[config.mk]
export PLATFORM = sky130hd
export DESIGN_NAME = width_conv
export DESIGN_NICKNAME = d
export VERILOG_FILES = /design/src/rtl/width_conv_pkg.sv /design/src/rtl/width_conv.sv
export SDC_FILE = /design/constraint.sdc
export NUM_CORES = 1
export LEC_CHECK = 0
export ABC_AREA = 0
export CAP_MARGIN = 15
export CORE_ASPECT_RATIO = 1.25
export CORE_MARGIN = 4
export CORE_UTILIZATION = 48
export DETAILED_ROUTE_END_ITERATION = 7
export PLACE_DENSITY_LB_ADDON = 0.12
export RECOVER_POWER = 50
export SLEW_MARGIN = 20
export SYNTH_ARGS = -nofsm -noshare
export SYNTH_HDL_FRONTEND = slang
export SYNTH_SLANG_ARGS = --single-unit
[constraint.sdc]
create_clock -name clk -period 3.4 [get_ports clk]
set_input_delay 0.68 -clock clk [delete_from_list [all_inputs] [get_ports clk]]
set_output_delay 0.68 -clock clk [all_outputs]
set_load 0.05 [all_outputs]
[src/rtl/width_conv_pkg.sv]
// Shared sizing helpers for the width converter and its benches.
package width_conv_pkg;

    // Ceiling log2, never less than 1 so derived vectors always have a bit.
    function automatic int clog2_up(input int value);
        int r;
        int v;
        r = 0;
        v = 1;
        while (v < value) begin
            v = v * 2;
            r = r + 1;
        end
        return (r < 1) ? 1 : r;
    endfunction

    // Buffer must hold one partial output word plus one whole input beat.
    function automatic int buf_width(input int in_w, input int out_w);
        return in_w + out_w - 1;
    endfunction

    // Counter covers 0..buf_width inclusive.
    function automatic int cnt_width(input int in_w, input int out_w);
        return clog2_up(in_w + out_w);
    endfunction

    // out_bits covers 0..out_w inclusive.
    function automatic int bits_width(input int out_w);
        return clog2_up(out_w + 1);
    endfunction

    localparam int DEF_IN_W   = 8;
    localparam int DEF_OUT_W  = 12;
    localparam int DEF_BUF_W  = buf_width(DEF_IN_W, DEF_OUT_W);
    localparam int DEF_BITS_W = bits_width(DEF_OUT_W);

endpackage

[src/rtl/width_conv.sv]
// MSB-first stream repacker: IN_W-bit beats in, OUT_W-bit words out,
// valid/ready on both sides, zero-padded partial word on packet end.
module width_conv
    import width_conv_pkg::*;
#(
    parameter int IN_W  = DEF_IN_W,
    parameter int OUT_W = DEF_OUT_W
) (
    input  logic                          clk,
    input  logic                          rst,
    input  logic                          in_valid,
    output logic                          in_ready,
    input  logic [IN_W-1:0]               in_data,
    input  logic                          in_last,
    output logic                          out_valid,
    input  logic                          out_ready,
    output logic [OUT_W-1:0]              out_data,
    output logic                          out_last,
    output logic [bits_width(OUT_W)-1:0]  out_bits
);

    localparam int BUF_W  = buf_width(IN_W, OUT_W);
    localparam int CNT_W  = cnt_width(IN_W, OUT_W);
    localparam int BITS_W = bits_width(OUT_W);
    localparam int SUM_W  = CNT_W + 1;
    localparam int PAD_W  = BUF_W - IN_W;

    localparam logic [CNT_W-1:0] C_OUT_W   = CNT_W'(OUT_W);
    localparam logic [CNT_W-1:0] C_IN_W    = CNT_W'(IN_W);
    localparam logic [SUM_W-1:0] C_IN_W_S  = SUM_W'(IN_W);
    localparam logic [SUM_W-1:0] C_BUF_W_S = SUM_W'(BUF_W);

    generate
        if (IN_W < 1) begin : g_bad_in_w
            $error("width_conv: IN_W must be >= 1");
        end
        if (OUT_W < 1) begin : g_bad_out_w
            $error("width_conv: OUT_W must be >= 1");
        end
    endgenerate

    // Valid bits sit MSB-aligned in r_buf; everything below r_cnt is zero.
    logic [BUF_W-1:0] r_buf;
    logic [CNT_W-1:0] r_cnt;
    logic             r_last_pend;

    logic             w_full;
    logic             w_out_valid;
    logic             w_out_last;
    logic             w_out_fire;
    logic             w_in_fire;
    logic             w_room;
    logic [CNT_W-1:0] w_take;
    logic [CNT_W-1:0] w_cnt_o;
    logic [BUF_W-1:0] w_buf_o;
    logic [BUF_W-1:0] w_in_aligned;

    // Drain side: word presentation and the buffer state after any out_fire.
    // NOTE: every always_comb output is assigned on every path, so no latch can be inferred.
    always_comb begin
        w_full      = (r_cnt >= C_OUT_W);
        w_take      = w_full ? C_OUT_W : r_cnt;
        w_out_valid = !rst && (w_full || (r_last_pend && (r_cnt != '0)));
        w_out_last  = !rst && r_last_pend && (r_cnt <= C_OUT_W);
        w_out_fire  = w_out_valid && out_ready;
        w_cnt_o     = w_out_fire ? (r_cnt - w_take) : r_cnt;
        w_buf_o     = w_out_fire ? (r_buf << OUT_W) : r_buf;
    end

    // Fill side: room is judged after this cycle's drain, so a draining word
    // frees space for a beat in the same cycle (out_ready -> in_ready path).
    always_comb begin
        w_room       = ((SUM_W'(w_cnt_o) + C_IN_W_S) <= C_BUF_W_S);
        in_ready     = !rst && !r_last_pend && w_room;
        w_in_fire    = in_valid && in_ready;
        w_in_aligned = (BUF_W'(in_data) << PAD_W) >> w_cnt_o;
    end

    // Output word view; forced to zero while reset is held.
    always_comb begin
        out_valid = w_out_valid;
        out_last  = w_out_last;
        out_data  = rst ? '0 : r_buf[BUF_W-1 -: OUT_W];
        out_bits  = rst ? '0 : BITS_W'(w_take);
    end

    // Buffer, counter and packet-end flag: drain first, then append.
    // NOTE: state uses non-blocking assignments so every register samples pre-edge values.
    always_ff @(posedge clk) begin
        if (rst) begin
            r_buf       <= '0;
            r_cnt       <= '0;
            r_last_pend <= 1'b0;
        end else begin
            r_buf <= w_in_fire ? (w_buf_o | w_in_aligned) : w_buf_o;
            r_cnt <= w_in_fire ? (w_cnt_o + C_IN_W) : w_cnt_o;
            if (w_in_fire && in_last) begin
                r_last_pend <= 1'b1;
            end else if (w_out_fire && w_out_last) begin
                r_last_pend <= 1'b0;
            end
        end
    end

endmodule
======== After elaboration in Yosys (flattened, before gate mapping) ========
Cells that the tools add are included.
operators by class
  $add $sub $neg .......................... 3
  order comparisons ....................... 3
  multiplexer cells ....................... 9
  shift operators ......................... 1
  bitwise gates (word level) .............. 1
  reduce and logical (&&, ||, !) cells .... 15
operators by type and width
  cell                                                                                 number
  19-bit two-way mux                                                                   2
  19-bit OR                                                                            1
  19-bit by 5-bit right shift with 19-bit output                                       1
  5-bit two-way mux                                                                    3
  12-bit two-way mux                                                                   1
  1-bit logical AND                                                                    10
  5-bit by 4-bit adder with 6-bit output, second input constant                        1
  6-bit by 5-bit less-or-equal comparator with 1-bit output, second input constant     1
  5-bit by 4-bit adder with 5-bit output, second input constant                        1
  5-bit by 4-bit greater-or-equal comparator with 1-bit output, second input constant  1
  5-bit by 4-bit less-or-equal comparator with 1-bit output, second input constant     1
  5-bit nonzero test                                                                   1
  5-bit subtractor                                                                     1
  4-bit two-way mux                                                                    1
  1-bit logical NOT                                                                    2
  1-bit two-way mux                                                                    2
  2-bit nonzero test                                                                   1
  1-bit logical OR                                                                     1
word-level totals
  flip-flop bits (word level) ............. 25
  bits of input ports ..................... 13
  logic and storage cells ................. 35

======== Longest topological paths before layout ========
Gate-level depths: netlist of run 1.
  word-level depth ........................ 12
  gate-level depth with buffers ........... 14
  gate-level depth less buffers ........... 13

======== Least setup slack after synthesis of run 1 ========
No wires, ideal clock.
  path type ............................... in2out
  start point ............................. input out_ready
  end point ............................... output in_ready
  data arrival time ....................... 4.826 ns
  data required time ...................... 2.720 ns
  path buffers ............................ 1
  setup slack ............................. -2.106 ns
  cell stages on the path ................. 10
  cell sequence ........................... nor2b_1 -> clkbuf_1 -> o22ai_1 -> nor2_1 -> inv_1 -> ha_1 -> and3_1 -> o2111a_1 -> a211oi_2 -> a2111oi_0
on the way
  longest elaborated chain between the ends .. 5
ends and longest elaborated chain
  item                                                       RTL line          text
  start, declared                                            width_conv.sv:16  input logic out_ready,
  1-bit logical AND                                          width_conv.sv:65  w_out_fire = w_out_valid && out_ready;
  5-bit two-way mux                                          width_conv.sv:66  w_cnt_o = w_out_fire ? (r_cnt - w_take) : r_cnt;
  5-bit by 4-bit adder with 6-bit output                     width_conv.sv:73  w_room = ((SUM_W'(w_cnt_o) + C_IN_W_S) <= C_BUF_W_S);
  6-bit by 5-bit less-or-equal comparator with 1-bit output  width_conv.sv:73
  1-bit logical AND                                          width_conv.sv:74  in_ready = !rst && !r_last_pend && w_room;
  end, declared                                              width_conv.sv:12  output logic in_ready,
No other way between the ends.

======== Worst setup path in the final report of run 1 ========
  start point ............................. input rst
  end point ............................... output in_ready
on the way
  longest elaborated chain between the ends .. 7
  elaborated cells on any way between the ends .. 8
  those cells by class .................... add/sub (1); order compare (1); mux (1); reduce/logical (5)
ends and longest elaborated chain
  item                                                       RTL line                            text
  start, declared                                            width_conv.sv:10                    input logic rst,
  1-bit logical NOT (*)                                      width_conv.sv:63, width_conv.sv:74
  1-bit logical AND                                          width_conv.sv:63                    w_out_valid = !rst && (w_full || (r_last_pend && (r_cnt != '0)));
  1-bit logical AND                                          width_conv.sv:65
  5-bit two-way mux                                          width_conv.sv:66
  5-bit by 4-bit adder with 6-bit output                     width_conv.sv:73
  6-bit by 5-bit less-or-equal comparator with 1-bit output  width_conv.sv:73
  1-bit logical AND (*)                                      width_conv.sv:74
Mark *: on every way between the ends. The rest lies on a longest branch, timed or not.

==> results of run 1 <==
## per-stage QoR
step	area (µm²)	util, %	power (mW)
global route	2400	62.89	1.173
detailed placement	2601	68.16	0.9758
global placement	2601	68.16	0.9726
floorplan	1967	-	0.7451
finish	2400	62.89	1.102
CTS	2680	70.23	1.179
## registers in the layout (all words and copies together) (netlist names)
name,cells
r_cnt,5
r_buf,19
r_last_pend,1
## report_power, final
part / total (mW) / switching [mW] / internal [mW] / leakage (nW)
clock network: 0.184 / 0.101 / 0.0830 / 0.0217
registers: 0.367 / 0.0323 / 0.334 / 0.203
logic: 0.551 / 0.319 / 0.232 / 0.750
total: 1.10 / 0.452 / 0.650 / 0.975
## layer usage
layer	part of all wire, %	track usage, %	vias up	wire, µm
li1	-	-	925	-
met1	43	26.81	890	2267
met2	52	41.01	48	2700
met3	3.7	2.146	8	191
met4	1.3	6.342	0	68
met5	0	0	-	0
## critical path: stages
cell and delay (ns):
dlygate4sd2_1 0.27, nor2b_4 0.18, o22ai_4 0.11, nor2_4 0.13, inv_2 0.06, ha_4 0.27
and3_1 0.16, o2111a_1 0.19, a211oi_2 0.06, a2111oi_4 0.28, buf_12 0.18
## layout make-up
type / count / area, µm² / share of cell area (%)
tap: 54 / 67.56 / 2.815
inverter: 4 / 15.01 / 0.6257
clock buffer: 3 / 41.29 / 1.721
timing repair buffer: 56 / 417.9 / 17.41
multi-input combinational: 185 / 1350 / 56.26
sequential: 25 / 500.5 / 20.86
clock inverter: 1 / 7.507 / 0.3128
## cells in the final DEF, fill, tap and decap left out, types with 4 or more instances in the layout
master / synthesis / final
mux2i_1: 28 / 28
nand2_1: 25 / 25
dfxtp_1: 25 / 25
buf_4: 0 / 23
nor2_1: 19 / 18
clkbuf_1: 6 / 18
nor2b_1: 17 / 16
clkdlybuf4s50_1: 0 / 10
o221ai_1: 7 / 7
a21oi_1: 5 / 5
nand3_1: 5 / 5
a31oi_1: 5 / 5
nor3_1: 5 / 5
o21ai_0: 5 / 4
o22ai_1: 5 / 4
## kinds of logic (layout without fill, tap and decap cells)
logic type,Yosys count,after routing,share of synthesized area [%]
simple gates,97,97,26.91
compound gates,53,53,22.08
mux,30,30,16.00
flops,25,25,26.13
buf+inv,21,64,6.531
fa+ha+maj,3,3,1.960
other cells,2,2,0.3920
## what timing repair did
| action | CTS | global route |
|---|---|---|
| setup buffers | 1 | 0 |
| gates resized for setup | 8 | 0 |
| endpoints found under the setup margin | 1 | 0 |
| hold buffers | 0 | 0 |
## path summary, 6_finish.rpt
check / end / slack [ns] / depth (start not counted)
worst max-delay path: in_ready / 0.15 / 11
worst min-delay path: r_buf[9]$_SDFF_PP0_ / 0.46 / 2
worst max register to register: r_buf[3]$_SDFF_PP0_ / 0.47 / 11
worst min register to register: r_buf[9]$_SDFF_PP0_ / 0.46 / 2
==> reports/metrics.yaml, run 1 <==
status: "finished clean"
drt.antenna.violating_nets: 0
hp-start: "r_buf[9]$_SDFF_PP0_"
drive_gt1_share_pct: 18.25
firstDrtPassIters: 4
irDropWorstVdd_mv: 0.2888
ys_warn_count: 0
postSynthAreaPerCell_um2: 8.293
avgRoutedWirePerCell_um: 15.94
die_w_um: 64.51
grt_use_total_pct: 22.21
startpoint_type: "input pin"
nFillCells: 339
dp_hpwl_mm: 3.957
max_freq_mhz: 308.1
slew-limit-headroom_pct: 51.09
placedCellCount: 323
hp-class: "register to register"
drc: 0
p_leak_nw: 0.9750
min_period_ns: 3.246
cts_tree: "done"
initial_core_util_pct: 50.20
grt_pass1_wl_mm: 9.032
crit_arrival_ns: 2.57
io_pins: 32
drt-total-wl_mm: 5.227
ys_top_cells_by_area: "dfxtp_1, mux2i_1, nor2b_1"
final.setup.tns_ns: 0
fin_crit_sh_pct: 95.47
diodes: 0
synth_most_common_cell: "mux2i_1"
ys_types: 57
finalHoldWorstSlack_ns: 0.4583
synth_nets: 247
hold_violations: 0
cts-buffers-inserted: 3
synth_edf_count: 0
slew_violations: 0
ys_ff_latch: 25
via_count: 1871
tightest_slew_ns: 0.7321
synth.yosys.seq_area_share_pct: 26.13
cts-htree-levels: 1
fin_nets: 291
worst-setup-path-type: "input pin to output port"
rows: 25
clk_pin_slew_worst_paths_ns: 0.09
die_h_um: 78.63
clk_path_buf_depth: 2
cp-startpoint: "rst"
syn_to_final_growth_pct: 25.28
syn_area_mm2: 0.001916
place_ws_ns: -0.2520
coreArea_mm2: 0.003816
antenna_found_initial: 0
yosysTopAreaCellShare_pct: 26.13
clk_latency_ns: 0.27
grt_start_max_net_pins: 39
grt_overflow: 0
reg2reg_from: "r_cnt[4]$_SDFF_PP0_"
maxCapViolCount: 0
root_buffer: "clkbuf_8"
synthFlopType: "dfxtp_1"
post-synth-top-area-cell: "dfxtp_1"
end_kind: "output port"
instances_no_fill: 328
gp_congestion: 0.8886
portBuffers: 31
viasPerCell: 5.704
cts.sinks: 25
skew_ns: 0.002355
synthArstFlopShare_pct: 0
worstPathRequired_ns: 2.72
synth_cells: 231
crit_fanout: 4
p_per_area_mw_per_mm2: 459.0
synth_common_cells: "mux2i_1, dfxtp_1, nand2_1, nor2_1, nor2b_1"
grt_pass1_vias: 1918
fin_ws_ns: 0.1539
rsz0062_at_grt: "no"
setup_viol: 0
dieArea_mm2: 0.005072
drt_iter0_markers: 170
(Power assumes the default switching activity.)
==> run 2, diff against run 1 <==
--- a/config.mk
+++ b/config.mk
@@ -11,6 +11,7 @@
 export CORE_MARGIN = 4
 export CORE_UTILIZATION = 48
 export DETAILED_ROUTE_END_ITERATION = 7
+export GPL_ROUTABILITY_DRIVEN = 0
 export PLACE_DENSITY_LB_ADDON = 0.12
 export RECOVER_POWER = 50
 export SLEW_MARGIN = 20
==> results of run 2 <==
No change in the layout: final DEF, timing and power equal those of run 1.
